`src/rtl/dsi_lane_stream_arbiter_if.sv`:
```
// Byte-stream FIFO read port: head byte, empty flag, last-byte qualifier, pop strobe.
// Latency: none, this is a plain bundle of wires.
// Backpressure: the reader pops with read; the provider holds data until it is popped.
interface dsi_lane_stream_arbiter_if;
  logic [7:0] data;
  logic       empty;
  logic       last;
  logic       read;

  // Provider side: the FIFO that owns the bytes.
  modport master (
    output data,
    output empty,
    output last,
    input  read
  );

  // Consumer side: the block that pops the bytes.
  modport slave (
    input  data,
    input  empty,
    input  last,
    output read
  );
endinterface

```
`src/rtl/dsi_lane_stream_arbiter.sv`:
```
// Shares one lane byte-stream between the HS packet source and the LP command source.
// Latency: a grant takes one cycle from request; bytes then pass through combinationally.
// Backpressure: out.read pops the granted source only while it is non-empty.
module dsi_lane_stream_arbiter #(
  parameter bit LP_PRIORITY = 1'b1,
  parameter int GAP_CYCLES  = 4,
  parameter int CNT_W       = 16
) (
  input  logic                    clk,
  input  logic                    rst,
  dsi_lane_stream_arbiter_if.slave  hs,
  dsi_lane_stream_arbiter_if.slave  lp,
  dsi_lane_stream_arbiter_if.master out,
  output logic                    out_mode_lp,
  output logic [1:0]              grant,
  output logic                    pkt_done,
  output logic                    underrun,
  output logic [CNT_W-1:0]        pkt_bytes
);

  typedef enum logic [1:0] {
    IDLE,
    SERVE_HS,
    SERVE_LP,
    GAP
  } state_t;

  // The gap counter is reloaded with GAP_CYCLES-1 so that the GAP state lasts
  // exactly GAP_CYCLES cycles, counting down to zero inclusive.
  localparam logic [7:0] GAP_INIT = 8'(GAP_CYCLES - 1);

  localparam logic [CNT_W-1:0] CNT_ONE = {{(CNT_W-1){1'b0}}, 1'b1};

  state_t           state;
  logic             last_lp;      // last completed grant: 1 = LP, 0 = HS
  logic [CNT_W-1:0] byte_cnt;     // bytes popped so far in the current packet
  logic [7:0]       gap_cnt;
  logic             in_underrun;  // granted source is currently in an empty episode

  logic             hs_req;
  logic             lp_req;
  logic             pick_lp;
  logic             src_empty;
  logic             src_last;
  logic             src_read;
  logic [CNT_W-1:0] cnt_next;

  // Requests and arbitration decision, only used while in IDLE.
  always_comb begin
    hs_req  = !hs.empty;
    lp_req  = !lp.empty;
    // With LP priority, LP wins any tie; otherwise the tie goes to the source
    // that did not carry the previous packet.
    pick_lp = lp_req & (!hs_req | LP_PRIORITY | !last_lp);
  end

  // Data path: steer the granted source to the lane port, and route the pop back.
  // Reads are held off while rst is high so that an abandoned packet leaves its
  // remaining bytes, including the one on the head, inside the source FIFO.
  always_comb begin
    out.data  = 8'h00;
    out.empty = 1'b1;
    out.last  = 1'b0;
    hs.read   = 1'b0;
    lp.read   = 1'b0;
    case (state)
      SERVE_HS: begin
        out.data  = hs.data;
        out.empty = hs.empty;
        out.last  = hs.last;
        hs.read   = out.read & !hs.empty & !rst;
      end
      SERVE_LP: begin
        out.data  = lp.data;
        out.empty = lp.empty;
        out.last  = lp.last;
        lp.read   = out.read & !lp.empty & !rst;
      end
      default: begin
      end
    endcase
  end

  // Status of the granted source and the saturating next byte count.
  always_comb begin
    src_empty = (state == SERVE_LP) ? lp.empty : hs.empty;
    src_last  = (state == SERVE_LP) ? lp.last  : hs.last;
    src_read  = hs.read | lp.read;
    cnt_next  = (&byte_cnt) ? byte_cnt : byte_cnt + CNT_ONE;
  end

  // Control FSM with registered grant, lane mode, pulses and packet length.
  always_ff @(posedge clk) begin
    if (rst) begin
      state       <= IDLE;
      grant       <= 2'b00;
      out_mode_lp <= 1'b0;
      pkt_done    <= 1'b0;
      underrun    <= 1'b0;
      pkt_bytes   <= '0;
      last_lp     <= 1'b0;
      byte_cnt    <= '0;
      gap_cnt     <= 8'd0;
      in_underrun <= 1'b0;
    end else begin
      pkt_done <= 1'b0;
      underrun <= 1'b0;
      case (state)
        IDLE: begin
          in_underrun <= 1'b0;
          if (hs_req || lp_req) begin
            if (pick_lp) begin
              state       <= SERVE_LP;
              grant       <= 2'b10;
              out_mode_lp <= 1'b1;
            end else begin
              state       <= SERVE_HS;
              grant       <= 2'b01;
              out_mode_lp <= 1'b0;
            end
          end
        end

        SERVE_HS, SERVE_LP: begin
          if (src_read) begin
            if (src_last) begin
              // Packet boundary: release the lane and start the forced gap.
              state     <= GAP;
              grant     <= 2'b00;
              last_lp   <= (state == SERVE_LP);
              pkt_done  <= 1'b1;
              pkt_bytes <= cnt_next;
              byte_cnt  <= '0;
              gap_cnt   <= GAP_INIT;
            end else begin
              byte_cnt  <= cnt_next;
            end
          end
          // A source running dry after its first byte is an underrun; flag it
          // once per episode and keep the grant until the packet finishes.
          if (src_empty && (byte_cnt != '0)) begin
            underrun    <= !in_underrun;
            in_underrun <= 1'b1;
          end else begin
            in_underrun <= 1'b0;
          end
        end

        GAP: begin
          // Lane mode keeps the last served value until the gap has elapsed.
          if (gap_cnt == 8'd0) begin
            state       <= IDLE;
            out_mode_lp <= 1'b0;
          end else begin
            gap_cnt <= gap_cnt - 8'd1;
          end
        end

        default: begin
          state <= IDLE;
        end
      endcase
    end
  end

endmodule

```
`src/flat_wrapper.sv`:
```
// flat-port wrapper written by rule: the top's interface ports become plain ports
module dsi_lane_stream_arbiter_flat 
#(
  parameter bit LP_PRIORITY = 1'b1,
  parameter int GAP_CYCLES  = 4,
  parameter int CNT_W       = 16
)
  (clk, rst, out_mode_lp, grant, pkt_done, underrun, pkt_bytes, hs_data, hs_empty, hs_last, hs_read, lp_data, lp_empty, lp_last, lp_read, out_data, out_empty, out_last, out_read);
  dsi_lane_stream_arbiter_if hs_i ();
  dsi_lane_stream_arbiter_if lp_i ();
  dsi_lane_stream_arbiter_if out_i ();
  input  logic clk;
  input  logic rst;
  output logic out_mode_lp;
  output logic [1:0] grant;
  output logic pkt_done;
  output logic underrun;
  output logic [CNT_W-1:0] pkt_bytes;
  input wire logic [$bits(hs_i.data)-1:0] hs_data;
  input wire logic [$bits(hs_i.empty)-1:0] hs_empty;
  input wire logic [$bits(hs_i.last)-1:0] hs_last;
  output wire logic [$bits(hs_i.read)-1:0] hs_read;
  input wire logic [$bits(lp_i.data)-1:0] lp_data;
  input wire logic [$bits(lp_i.empty)-1:0] lp_empty;
  input wire logic [$bits(lp_i.last)-1:0] lp_last;
  output wire logic [$bits(lp_i.read)-1:0] lp_read;
  output wire logic [$bits(out_i.data)-1:0] out_data;
  output wire logic [$bits(out_i.empty)-1:0] out_empty;
  output wire logic [$bits(out_i.last)-1:0] out_last;
  input wire logic [$bits(out_i.read)-1:0] out_read;
  assign hs_i.data = hs_data;
  assign hs_i.empty = hs_empty;
  assign hs_i.last = hs_last;
  assign hs_read = hs_i.read;
  assign lp_i.data = lp_data;
  assign lp_i.empty = lp_empty;
  assign lp_i.last = lp_last;
  assign lp_read = lp_i.read;
  assign out_data = out_i.data;
  assign out_empty = out_i.empty;
  assign out_last = out_i.last;
  assign out_i.read = out_read;
  dsi_lane_stream_arbiter #(.LP_PRIORITY(LP_PRIORITY), .GAP_CYCLES(GAP_CYCLES), .CNT_W(CNT_W)) u_core (.clk(clk), .rst(rst), .hs(hs_i), .lp(lp_i), .out(out_i), .out_mode_lp(out_mode_lp), .grant(grant), .pkt_done(pkt_done), .underrun(underrun), .pkt_bytes(pkt_bytes));
endmodule
```
`config.mk`:
```
export PLATFORM = sky130hd
export DESIGN_NAME = dsi_lane_stream_arbiter_flat
export DESIGN_NICKNAME = d
export VERILOG_FILES = /design/src/rtl/dsi_lane_stream_arbiter_if.sv /design/src/rtl/dsi_lane_stream_arbiter.sv /design/src/flat_wrapper.sv
export SDC_FILE = /design/constraint.sdc
export NUM_CORES = 1
export LEC_CHECK = 0
export BUFFER_PORTS_ARGS = -buffer_cell sky130_fd_sc_hd__buf_2
export CAP_MARGIN = 20
export CORE_ASPECT_RATIO = 0.9
export CORE_MARGIN = 1
export CORE_UTILIZATION = 55
export CTS_BUF_LIST = sky130_fd_sc_hd__clkbuf_16
export CTS_CLUSTER_DIAMETER = 150
export DETAILED_ROUTE_END_ITERATION = 6
export PLACE_DENSITY_LB_ADDON = 0.2
export SLEW_MARGIN = 20
export SYNTH_ARGS = -nofsm -noshare
export SYNTH_HDL_FRONTEND = slang
export SYNTH_SLANG_ARGS = --single-unit
```
`constraint.sdc`:
```
create_clock -name clk -period 5.2 [get_ports clk]
set_clock_uncertainty 0.1 [all_clocks]
set_input_delay 0.52 -clock clk [delete_from_list [all_inputs] [get_ports clk]]
set_output_delay 0.52 -clock clk [all_outputs]
set_load 0.03 [all_outputs]
```
==> impl_metrics.json, run 1 <==
{
  "vias": 2705,
  "timing.critical_path.from_type": "flip-flop",
  "die_height_um": 69.01,
  "post_route_cells_drive_above_1_share_pct": 18.80,
  "run_status": "completed",
  "grt_overflow_total": 0,
  "crit_chain": "inv_1 > ha_1 > nand2b_1 > a21oi_2 > nand2_1 > inv_1 > a21oi_1 > a22oi_1 > nor2_1",
  "worst_path_max_delay_cell": "sky130_fd_sc_hd__inv_1",
  "setup_ws_ns": 1.935,
  "num_io_pins": 56,
  "fin_crit_sh_pct": 62.79,
  "postRouteAntennaNets": 0,
  "hold_viol": 0,
  "synth_top_family_by_area": "compound AO/OA/AOI/OAI gates",
  "timing_worst_setup_path_type": "flip-flop to flip-flop",
  "post_synth_instance_area_mm2": 0.002744,
  "cts.hold.buffers_added": 0,
  "sw_ratio_pct": 42.34,
  "worst_hold_path_type": "flip-flop to flip-flop",
  "synth.yosys.warnings": 0,
  "synth_cell_types": 56,
  "worst-endpoint-arrival_ns": 3.31,
  "share_of_flip_flops_with_an_asynchronous_set_or_reset_pct": 0,
  "comb_power_share_pct": 47.2,
  "internal_power_mw": 0.8190,
  "drt-initial-drc-count": 244,
  "timing.final.crit_period_ns": 3.265,
  "drtPass1Iterations": 5,
  "n_antenna_cell": 0,
  "dp_worst_setup_slack_ns": 1.972,
  "post_synth_xor_area_fraction_pct": 2.873,
  "core.rowCount": 24,
  "totalNegativeSetupSlack_ns": 0,
  "cts.htree.levels": 2,
  "grt_antenna_before_repair": 0,
  "postSynthAreaPerCell_um2": 8.070,
  "clock_tree.root_cell": "sky130_fd_sc_hd__clkbuf_16",
  "synth_sequential_area_ratio_pct": 35.02,
  "synth_mux_area_share_pct": 2.098,
  "synth_cells": 340,
  "critical_path_peak_fanout": 21,
  "first_pass_grt_wire_length_um": 10980,
  "required_time_worst_endpoint_ns": 5.25,
  "route.detailed.wl_per_inst_um": 14.57,
  "grt_max_degree": 47,
  "cts_post_setup_buffers_inserted": 0,
  "unrepaired_setup_endpoints_after_global_routing": "no",
  "vias_per_cell": 6.038,
  "fmaxAchievable_mhz": 306.3,
  "core_area_mm2": 0.004835,
  "worst_setup_hold_path_clk_slew_ns": 0.06,
  "synth_enable_flop_cells": 0,
  "final_max_slew_violation_count": 0,
  "insertion_delay_ns": 0.28,
  "drt_drc_violations_left": 0,
  "timing.critical_path.slowest_cell_delay_ns": 0.57,
  "max_slew_margin_pct": 46.45,
  "p_per_cell_area_mw_per_mm2": 449.8,
  "tritoncts_num_sinks": 48,
  "dominantRegCellSynth": "sky130_fd_sc_hd__dfxtp_1",
  "gp_congestion": 0.9193,
  "synth-compound-area-share_pct": 25.67,
  "total_switching_power_mw": 0.6015,
  "dp_hpwl_um": 4527,
  "final-setup-viol-count": 0,
  "cts_made_buffers": 5,
  "ctsResizeCount": 0,
  "max-clock-path-buffers": 2,
  "grt_use_total_pct": 25.37,
  "synth-seq-cells": 48,
  "power_frac_clock_pct": 21.4,
  "tritoncts": "yes",
  "floorplan.die_area_mm2": 0.005275,
  "synth_simple_gate_area_share_pct": 24.58,
  "synthToLayoutAreaGrowth_pct": 15.09,
  "route.final.wire_length_um": 6529,
  "cp_common_cell": "sky130_fd_sc_hd__inv_1",
  "vdd_ir_drop_max_mv": 0.2752,
  "via_count_of_the_first_global_routing_pass": 2410,
  "critPathCaptureType": "flip-flop",
  "floorplan.initialDensity_pct": 56.75,
  "pwr-share-seq_pct": 31.4,
  "max_cap_violations": 0,
  "place.port_buffers": 55,
  "p_leak_nw": 1.221,
  "synth-adder-area-share_pct": 4.560,
  "synth_fp_nets": 373,
  "tightest_slew_ns": 0.7959,
  "finish.net_count": 415,
  "chip_width_um": 76.45
}
## power groups by stage
stage	sequential [mW]	clock [mW]	combinational, mW
2_1_floorplan	0.466	0	0.518
6_report	0.446	0.304	0.671
3_3_place_gp	0.451	0	0.654
5_1_grt	0.449	0.318	0.750
3_5_place_dp	0.454	0	0.667
4_1_cts	0.446	0.308	0.669
## final timing paths
check / from / end / slack, ns / depth (start not counted)
hold / removal: u_core.in_underrun / u_core.underrun / 0.33 / 1
setup reg to reg: u_core.state[0] / u_core.grant[1] / 1.94 / 9
hold reg to reg: u_core.in_underrun / u_core.underrun / 0.33 / 1
setup / recovery: u_core.state[0] / u_core.grant[1] / 1.94 / 9
## worst max-delay path: cells and delay by family, from the launching register on
kind                     cells  cell delay [ns]
AO/OA/AOI/OAI                3             0.78
AND/OR/NAND/NOR              3             0.69
flip-flops                   1             0.36
buffers and inverters        2             0.69
adder cells (fa/ha/maj)      1             0.50
## cells in the mapped netlist (4+ instances only)
master / n / area (um2)
sky130_fd_sc_hd__nand3b_1: 6 / 45.04
sky130_fd_sc_hd__dfxtp_1: 48 / 960.9
sky130_fd_sc_hd__nand3_1: 12 / 60.06
sky130_fd_sc_hd__a211oi_1: 10 / 75.07
sky130_fd_sc_hd__nor4_1: 5 / 31.28
sky130_fd_sc_hd__nor3_1: 11 / 55.05
sky130_fd_sc_hd__o21ai_0: 13 / 65.06
sky130_fd_sc_hd__a311oi_1: 5 / 43.79
sky130_fd_sc_hd__inv_1: 17 / 63.81
sky130_fd_sc_hd__nand4_1: 11 / 68.82
sky130_fd_sc_hd__ha_1: 10 / 125.1
sky130_fd_sc_hd__nor2_1: 37 / 138.9
sky130_fd_sc_hd__a31oi_1: 5 / 31.28
sky130_fd_sc_hd__a22oi_1: 10 / 75.07
sky130_fd_sc_hd__or3_1: 5 / 31.28
sky130_fd_sc_hd__a21oi_1: 25 / 125.1
sky130_fd_sc_hd__xor2_1: 4 / 35.03
sky130_fd_sc_hd__nand2_1: 23 / 86.33
sky130_fd_sc_hd__xnor2_1: 5 / 43.79
sky130_fd_sc_hd__and3_1: 5 / 31.28
sky130_fd_sc_hd__a211o_1: 5 / 43.79
sky130_fd_sc_hd__clkbuf_1: 15 / 56.30
## stage by stage
| step | area [um2] | util (%) | instances | hold WS, ns | power [mW] |
|---|---|---|---|---|---|
| 2_1_floorplan | 2744 | - | 340 | 0.3004 | 0.9844 |
| 3_3_place_gp | 3022 | 62.50 | 440 | 0.3118 | 1.105 |
| 3_5_place_dp | 3022 | 62.50 | 440 | 0.3253 | 1.121 |
| 4_1_cts | 3158 | 65.32 | 448 | 0.3339 | 1.423 |
| 5_1_grt | 3158 | 65.32 | 448 | 0.3534 | 1.517 |
| 6_report | 3158 | 65.32 | 448 | 0.3319 | 1.421 |
## flip-flops by register name (all words and copies together) (netlist names)
name                cells
u_core.byte_cnt        16
u_core.pkt_bytes       16
u_core.gap_cnt          8
u_core.grant            2
u_core.state            2
u_core.in_underrun      1
u_core.out_mode_lp      1
u_core.pkt_done         1
u_core.underrun         1
## placed cells by master, fill, tap and decap left out, drive strengths merged, types with 2 or more instances in the layout
cell type / Yosys / layout
a2111oi: 3 / 3
a211o: 5 / 5
a211oi: 10 / 10
a21o: 3 / 3
a21oi: 26 / 26
a22oi: 10 / 10
a311oi: 5 / 5
a31oi: 5 / 5
and2: 2 / 2
and3: 5 / 5
buf: 5 / 55
clkbuf: 15 / 5
dfxtp: 48 / 48
ha: 10 / 10
inv: 17 / 19
mux2: 3 / 3
mux2i: 2 / 2
nand2: 23 / 23
nand2b: 3 / 3
nand3: 12 / 12
nand3b: 6 / 6
nand4: 11 / 11
nor2: 37 / 37
nor3: 11 / 11
nor4: 5 / 5
o211ai: 3 / 3
o21ai: 13 / 13
o31ai: 3 / 3
o32ai: 2 / 2
or2: 2 / 2
or3: 5 / 5
or4: 3 / 3
xnor2: 5 / 5
xor2: 4 / 4
## area by class of cell
class	instances	area [um2]
clock buffers	5	125.1
multi-input cells	255	1640
well taps	65	81.33
repair buffers	55	275.3
fillers	420	1677
flip-flops and latches	48	960.9
clock inverters	3	11.26
inverters	17	63.81
## cells by family after synthesis
group,count (synthesis)
compound gates,99
xor+xnor,9
simple gates,132
fa+ha+maj,10
mux,5
flops,48
buf+inv,37
## routing by layer
metal | GRT usage (%) | share of wire, %
met1 | 35.37 | 49
met5 | 0 | 0
met2 | 40.14 | 44
met3 | 4.106 | 5.4
met4 | 7.692 | 1.1
Power figures use the tool's default switching activity.
==> inputs of run 2 (changes only) <==
clock period = 3.4 ns   (was 5.2 ns; I/O delays follow)
==> run 2 against run 1 <==
Effect of this change:
- sequential share of layout area decreased by 0.19 points
- largest cell class unchanged
- cell count is 0.45% higher
- critical endpoint unchanged
- clock-buffer cell count is the same
==> impl_metrics.json, run 2 (synthesis results as in run 1) <==
{
  "timing_worst_setup_path_type": "flip-flop to flip-flop",
  "timing.final.crit_period_ns": 2.920,
  "required_time_worst_endpoint_ns": 3.46,
  "cts.htree.levels": 2,
  "dp_hpwl_um": 4838,
  "vias_per_cell": 6.167,
  "worst_hold_path_type": "primary input to flip-flop",
  "totalNegativeSetupSlack_ns": 0,
  "tritoncts": "yes",
  "worstPathBufferInverterCount": 2,
  "grt_use_total_pct": 26.19,
  "endpoint": "u_core.grant[1]",
  "worst_setup_hold_path_clk_slew_ns": 0.06,
  "critPathCaptureType": "flip-flop",
  "ctsResizeCount": 0,
  "biggestRegsByFlops": "u_core.byte_cnt: 16 flops, u_core.pkt_bytes: 16 flops, u_core.gap_cnt: 8 flops",
  "place.port_buffers": 55,
  "cp_num_cells": 9,
  "crit_chain": "inv_1 > ha_1 > nand2b_1 > a21oi_2 > nand2_1 > inv_1 > a21oi_1 > a22oi_1 > nor2_1",
  "insertion_delay_ns": 0.28,
  "n_antenna_cell": 0,
  "final.hold.worst_slack_ns": 0.1884,
  "worst_path_max_delay_cell": "sky130_fd_sc_hd__ha_1",
  "r2r.worst_path.cells": 9,
  "num_io_pins": 56,
  "setup_ws_ns": 0.4800,
  "cp_common_cell": "sky130_fd_sc_hd__inv_1",
  "grt_antenna_before_repair": 0,
  "fill_cell_instance_count_of_the_final_layout": 446,
  "run_status": "completed",
  "grt_max_degree": 42,
  "via_count_of_the_first_global_routing_pass": 2446,
  "max_cap_violations": 0,
  "synthToLayoutAreaGrowth_pct": 15.82,
  "gp_congestion": 0.9014,
  "most_common_library_cell_in_the_layout_ignoring_fill_and_taps": "sky130_fd_sc_hd__buf_2",
  "cell_class_contributing_the_biggest_share_of_worst_path_delay": "compound AO/OA/AOI/OAI gates",
  "cts_post_setup_buffers_inserted": 0,
  "finish.net_count": 418,
  "timing.reg2reg.setup_slack_ns": 0.48,
  "postRouteAntennaNets": 0,
  "fmaxAchievable_mhz": 342.5,
  "clock_tree.root_cell": "sky130_fd_sc_hd__clkbuf_16",
  "first_pass_grt_wire_length_um": 11200,
  "drtPass1Iterations": 5,
  "crit-reg2reg-launch": "u_core.state[0]",
  "tightest_slew_ns": 0.7929,
  "chip_width_um": 76.45,
  "floorplan.initialDensity_pct": 56.75,
  "timing.critical_path.from_type": "flip-flop",
  "worst_setup_path_startpoint": "u_core.state[0]",
  "p_per_cell_area_mw_per_mm2": 693.5,
  "route.final.wire_length_um": 6870,
  "most-common-layout-cells": "55 x sky130_fd_sc_hd__buf_2, 48 x sky130_fd_sc_hd__dfxtp_1, 37 x sky130_fd_sc_hd__nor2_1, 25 x sky130_fd_sc_hd__a21oi_1, 23 x sky130_fd_sc_hd__nand2_1",
  "route.detailed.wl_per_inst_um": 15.27,
  "p_leak_nw": 1.232,
  "cts_made_buffers": 5,
  "final_util_pct": 65.74,
  "hold_viol": 0,
  "tritoncts_num_sinks": 48,
  "finish.cell_count_without_fillers": 450,
  "final_max_slew_violation_count": 0,
  "die_height_um": 69.01,
  "critical_path_peak_fanout": 21,
  "drt_drc_violations_left": 0,
  "numPlacedInstances": 443,
  "timing.critical_path.slowest_cell_delay_ns": 0.51,
  "fin_crit_sh_pct": 85.88,
  "floorplan.die_area_mm2": 0.005275,
  "max_slew_margin_pct": 46.65,
  "unrepaired_setup_endpoints_after_global_routing": "no",
  "core_area_mm2": 0.004835,
  "worst-endpoint-arrival_ns": 2.98,
  "max-clock-path-buffers": 2,
  "core.rowCount": 24,
  "drt-initial-drc-count": 276,
  "cts.hold.buffers_added": 0,
  "dp_worst_setup_slack_ns": 0.5010,
  "final-setup-viol-count": 0,
  "post_route_cells_drive_above_1_share_pct": 19.74,
  "r2r-end": "u_core.grant[1]",
  "grt_overflow_total": 0,
  "vdd_ir_drop_max_mv": 0.4303,
  "vias": 2775
}
run 2: per-layer routing:
layer / track usage (%) / wire, um / vias to the layer above
li1: - / - / 1346
met3: 5.166 / 425 / 4
met2: 41.74 / 3114 / 102
met4: 5.342 / 40 / 0
met1: 36.69 / 3289 / 1323
met5: 0 / 0 / -
run 2: area by class of cell:
class | count | area (um2) | share of cell area (%)
multi-input cells | 255 | 1640 | 51.61
flip-flops and latches | 48 | 960.9 | 30.24
repair buffers | 58 | 297.8 | 9.370
clock buffers | 5 | 125.1 | 3.937
well taps | 65 | 81.33 | 2.559
inverters | 17 | 63.81 | 2.008
clock inverters | 2 | 8.758 | 0.2756
run 2: worst min path at each step:
stage	from	endpoint	slack, ns	cells after the start
2_1_floorplan	u_core.in_underrun	u_core.underrun	0.30	1
3_3_place_gp	u_core.in_underrun	u_core.underrun	0.32	1
3_5_place_dp	u_core.in_underrun	u_core.underrun	0.32	1
4_1_cts	rst	u_core.out_mode_lp	0.18	2
5_1_grt	rst	u_core.out_mode_lp	0.20	2
6_report	rst	u_core.out_mode_lp	0.19	2
run 2: power breakdown:
group	total [mW]	internal, mW	switching [mW]
Sequential	0.685	0.628	0.0570
Combinational	1.06	0.374	0.682
Clock	0.463	0.264	0.198
Total	2.20	1.27	0.938
run 2: stage by stage:
step                cell area (um2)  power [mW]
floorplan                      2744       1.506
global placement               3044       1.710
detailed placement             3044       1.744
CTS                            3178       2.203
global route                   3178       2.340
finish                         3178       2.204
